`src/rtl/uart_pkg.sv`:
```
// Shared UART definitions: FSM state encoding and oversampling constants,
// common to the receiver and the future transmitter.
package uart_pkg;

  typedef enum logic [1:0] {
    IDLE  = 2'd0,
    START = 2'd1,
    DATA  = 2'd2,
    STOP  = 2'd3
  } state_t;

  localparam int OVERSAMPLE = 16;
  localparam int MID_TICK   = 7;

  // Tick counter must reach SB_TICK-1, so two stop bits need a fifth bit.
  function automatic int tick_cnt_w(input int sb_tick);
    return (sb_tick > OVERSAMPLE) ? 5 : 4;
  endfunction

endpackage

```
`src/rtl/sync_2ff.sv`:
```
// Two-flop synchronizer for a single asynchronous level; both flops reset
// to RST_VAL so the synchronized output matches the line's idle level.
module sync_2ff #(
  parameter logic RST_VAL = 1'b1
) (
  input  logic clk,
  input  logic rst_n,
  input  logic d,
  output logic q
);

  logic meta;

  always_ff @(posedge clk or negedge rst_n) begin
    if (!rst_n) begin
      meta <= RST_VAL;
      q    <= RST_VAL;
    end else begin
      meta <= d;
      q    <= meta;
    end
  end

endmodule

```
`src/rtl/uart_rx.sv`:
```
// 16x-oversampled UART receiver: start-bit validation at mid-bit, LSB-first
// data capture, stop-bit check, and a one-cycle completion strobe.
module uart_rx
  import uart_pkg::*;
#(
  parameter int DBIT    = 8,
  parameter int SB_TICK = 16
) (
  input  logic            clk,
  input  logic            rst_n,
  input  logic            s_tick,
  input  logic            rx,
  output logic [DBIT-1:0] dout,
  output logic            rx_done_tick,
  output logic            frame_err
);

  localparam int SW = tick_cnt_w(SB_TICK);
  localparam int NW = (DBIT > 1) ? $clog2(DBIT) : 1;

  localparam logic [SW-1:0] S_MID  = SW'(MID_TICK);
  localparam logic [SW-1:0] S_LAST = SW'(OVERSAMPLE - 1);
  localparam logic [SW-1:0] S_STOP = SW'(SB_TICK - 1);
  localparam logic [NW-1:0] N_LAST = NW'(DBIT - 1);

  logic rx_s;

  state_t          state_q, state_d;
  logic [SW-1:0]   s_q, s_d;
  logic [NW-1:0]   n_q, n_d;
  logic [DBIT-1:0] b_q, b_d;
  logic [DBIT-1:0] dout_d;
  logic            frame_err_d;
  logic            done_d;

  sync_2ff #(
    .RST_VAL(1'b1)
  ) u_sync (
    .clk  (clk),
    .rst_n(rst_n),
    .d    (rx),
    .q    (rx_s)
  );

  always_ff @(posedge clk or negedge rst_n) begin
    if (!rst_n) begin
      state_q      <= IDLE;
      s_q          <= '0;
      n_q          <= '0;
      b_q          <= '0;
      dout         <= '0;
      frame_err    <= 1'b0;
      rx_done_tick <= 1'b0;
    end else begin
      state_q      <= state_d;
      s_q          <= s_d;
      n_q          <= n_d;
      b_q          <= b_d;
      dout         <= dout_d;
      frame_err    <= frame_err_d;
      rx_done_tick <= done_d;
    end
  end

  // Every counter only advances on s_tick, so a stalled baud generator
  // freezes the frame in place; only the IDLE exit ignores the tick.
  always_comb begin
    state_d     = state_q;
    s_d         = s_q;
    n_d         = n_q;
    b_d         = b_q;
    dout_d      = dout;
    frame_err_d = frame_err;
    done_d      = 1'b0;

    case (state_q)
      IDLE: begin
        if (!rx_s) begin
          state_d = START;
          s_d     = '0;
        end
      end

      START: begin
        if (s_tick) begin
          if (s_q == S_MID) begin
            if (!rx_s) begin
              state_d = DATA;
              s_d     = '0;
              n_d     = '0;
            end else begin
              state_d = IDLE;
            end
          end else begin
            s_d = s_q + SW'(1);
          end
        end
      end

      DATA: begin
        if (s_tick) begin
          if (s_q == S_LAST) begin
            s_d = '0;
            b_d = {rx_s, b_q[DBIT-1:1]};
            if (n_q == N_LAST) begin
              state_d = STOP;
            end else begin
              n_d = n_q + NW'(1);
            end
          end else begin
            s_d = s_q + SW'(1);
          end
        end
      end

      STOP: begin
        if (s_tick) begin
          if (s_q == S_STOP) begin
            dout_d      = b_q;
            frame_err_d = ~rx_s;
            done_d      = 1'b1;
            state_d     = IDLE;
          end else begin
            s_d = s_q + SW'(1);
          end
        end
      end

      default: state_d = IDLE;
    endcase
  end

endmodule

```
`config.mk`:
```
export PLATFORM = sky130hd
export DESIGN_NAME = uart_rx
export DESIGN_NICKNAME = d
export VERILOG_FILES = /design/src/rtl/uart_pkg.sv /design/src/rtl/sync_2ff.sv /design/src/rtl/uart_rx.sv
export SDC_FILE = /design/constraint.sdc
export NUM_CORES = 1
export LEC_CHECK = 0
export CAP_MARGIN = 20
export CORE_MARGIN = 2
export CORE_UTILIZATION = 55
export DETAILED_ROUTE_END_ITERATION = 6
export DONT_BUFFER_PORTS = 1
export PLACE_DENSITY = 0.7
export SYNTH_ARGS = -nofsm -noshare
export SYNTH_HDL_FRONTEND = slang
export SYNTH_SLANG_ARGS = --single-unit
```
`constraint.sdc`:
```
create_clock -name clk -period 3.05 [get_ports clk]
set_input_delay 0.61 -clock clk [delete_from_list [all_inputs] [get_ports clk]]
set_output_delay 0.61 -clock clk [all_outputs]
set_load 0.01 [all_outputs]
```
==> metrics.md <==
| Metric | Value |
|---|---|
| Hold_buf cts | 1 |
| Worst Setup SP | s_q[0] |
| Max-Cap Viols | 0 |
| FF-to-FF End | dout[7] |
| Clock buffer depth | 2 |
| Pin count of the biggest net entering global routing | 28 |
| Slew Limit Fails | 0 |
| Placed insts | 130 |
| Chip height | 53.5 um |
| Io pins | 14 |
| Worst setup path end | dout[7] |
| Power Internal | 634 uW |
| Clock-pin slew on the worst setup and hold paths | 90 ps |
| Clk sinks | 29 |
| Clock power frac | 22.0% |
| Reg2reg start | s_q[0] |
| Drt wl/cell | 16.0 um |
| Syn. warnings | 0 |
| Global placement routability congestion | 0.879 |
| Post-route ant nets | 0 |
| NetSw | 342 uW |
| Worst Setup Slack, final | 1350 ps |
| Synth cell types | 33 |
| Clk_lat worst skew | 330 ps |
| Tcrit/Tclk final | 55.6% |
| Area growth from synthesis to final layout | 5.48% |
| Starting DRT DRC Count | 23 |
| Post-synthesis sequential area ratio | 54.0% |
| Max Fclk | 0.589 GHz |
| Num CTS Buffers | 5 |
| Pwr/cell area | 686 nW/um^2 |
| Worst-margin pin slew | 372 ps |
| Unrepaired setup endpoints after global routing | false |
| Post CTS Setup Buffer Count | 0 |
| Non-Filler Instances | 139 |
| Hold Vio Cnt, Final | 0 |
| Syn nets | 113 |
| First-pass GRT wire length | 3.82 mm |
| Layout Nets | 117 |
| DRC | 0 |
| CTS tree | built |
| Post-Syn Instances | 106 |
| Slowest stage delay, CP | 410 ps |
| CTS-repair resized insts | 0 |
| Type of the tightest min-delay check | in -> async |
| IO Port Bufs | 0 |
| H-tree depth | 2 |
| Worst Setup End Kind | register |
| Final setup viols | 0 |
| Vias in the first global route | 797 |
| Antenna violations before repair | 0 |
| Worst-path cell chain | ha_1 > and3_4 > nand2_2 > nor2_8 > mux2_2 |
| Worst Clk Skew | 14.6 ps |
| Share of cells above drive strength 1 | 31.5% |
| Post-DP HPWL | 1.52 mm |
| Peak supply drop | 0.431 mV |
| Reg power frac | 54.1% |
| Via density | 6.12 |
| Comb power frac | 23.9% |
| Setup TNS | 0 ps |
| #FFs+latches synth | 29 |
| CP required | 3250 ps |
| Synthesized cell area | 1350 um^2 |
| Status | complete, no violations |
| Startpoint Class | register |
| Critical path class | reg -> reg |
| Crit path time final | 1700 ps |
| R2r worst-path depth | 5 |
| Flop-to-flop setup slack | 1350 ps |
| Hold_ws | 85.9 ps |
| DP Worst Slack | 1380 ps |
| Starting Density | 59.8% |
| Final WL | 2.22 mm |
| CP max FO | 10 |
| Num rows | 17 |
| Die W | 53.5 um |
| Crit-path slowest cell | dfrtp_1 |
| Root Driver | clkbuf_4 |
| Static leakage | 0.000694 uW |
| GRT Overall Usage | 20.0% |
| Worst rel slew slack | 74.9% |
| Syn_area_per_cell | 12.7 um^2 |
| Arr. time, crit path | 1900 ps |
| Diode count | 0 |
| Core area | 2250 um^2 |
| Total number of vias | 850 |
| Die area | 2860 um^2 |
| Remaining global-route overflow | 0 |
| Switching share of power | 35.0% |
| DRT Pass-1 Iters | 4 |
| Final Util | 63.0% |
flip-flops by register name, summed over array words and instances (netlist names), named ones only:
name and flops:
b_q 8, dout 8, s_q 4, n_q 3, frame_err 1, rx_done_tick 1, state_q 1, u_sync.meta 1
u_sync.q 1
cells in the final DEF, fill, tap and decap left out, types with 3 or more instances in the layout:
| cell | n |
|---|---|
| dfrtp_1 | 27 |
| clkbuf_4 | 5 |
| mux2_2 | 18 |
| a21oi_1 | 4 |
| nor2_1 | 5 |
| o21ai_0 | 8 |
| ha_1 | 3 |
| a22o_1 | 3 |
| inv_1 | 4 |
| nand3_1 | 3 |
metal layers:
| metal | global-route usage, % | wire (um) |
|---|---|---|
| met4 | 11.1 | 56 |
| met2 | 26.3 | 1020 |
| met5 | 0 | 0 |
| met1 | 27.0 | 1020 |
| met3 | 9.04 | 131 |
through the flow:
step,total power (uW),area [um^2]
floorplan,721,1350
global placement,748,1350
detailed placement,757,1350
CTS,984,1420
global route,1050,1420
finish,975,1420
synthesized netlist by cell type, drive strengths merged:
cell type	number	area share [%]
a211oi	1	0.56
a21oi	4	1.5
a22o	3	2.0
a31oi	2	0.93
a41oi	1	0.65
and2	2	0.93
and3	3	2.1
and3b	1	0.65
and4	1	0.65
buf	4	2.4
dfrtp	27	50
dfstp	2	3.9
ha	3	2.8
inv	4	1.1
mux2	18	15
mux2i	1	0.74
nand2	3	1.0
nand3	3	1.1
nand3b	1	0.56
nor2	6	2.9
nor2b	2	1.5
o2111ai	1	0.65
o21ai	8	3.0
o21ba	1	0.74
o21bai	1	0.56
o2bb2ai	2	1.3
or3b	1	0.65
power groups by stage:
stage / Sequential, uW / Clock (uW) / Combinational, uW
floorplan: 485 / 0 / 236
global placement: 533 / 0 / 215
detailed placement: 535 / 0 / 222
CTS: 527 / 224 / 234
global route: 542 / 242 / 263
finish: 528 / 215 / 233
worst min-delay path by stage:
| stage | from | to | slack (ps) | depth (start not counted) |
|---|---|---|---|---|
| finish | rst_n | s_q[2] | 90 | 1 |
| global placement | rst_n | s_q[2] | 320 | 0 |
| floorplan | rst_n | async pin | 310 | 0 |
| detailed placement | rst_n | s_q[2] | 320 | 0 |
| CTS | rst_n | s_q[2] | 80 | 1 |
| global route | rst_n | state_q[0] | 70 | 1 |
area by class of cell:
class                           instances  area, um^2
Fill cell                             190         833
Sequential cell                        29         728
Multi-Input combinational cell         69         572
Clock buffer                            6        41.3
Tap cell                               28        35.0
Timing Repair Buffer                    1        20.0
Inverter                                4        15.0
Clock inverter                          2        10.0
critical path: cells and delay by family, from the launching register on:
kind / cells / cell delay (ps)
AND/OR/NAND/NOR: 3 / 530
flip-flops: 1 / 410
multiplexers: 1 / 350
adder cells (fa/ha/maj): 1 / 270
logic make-up (layout without fill, tap and decap cells):
kind of cell	after synthesis	count (layout)	share of synthesized area, %
multiplexers	19	19	15.8
flip-flops	29	29	54.0
adder cells (fa/ha/maj)	3	3	2.79
AND/OR/NAND/NOR	23	23	12.1
AO/OA/AOI/OAI	24	24	11.8
buffers and inverters	8	13	3.53
Note: power is estimated with default switching activity, not from simulation.
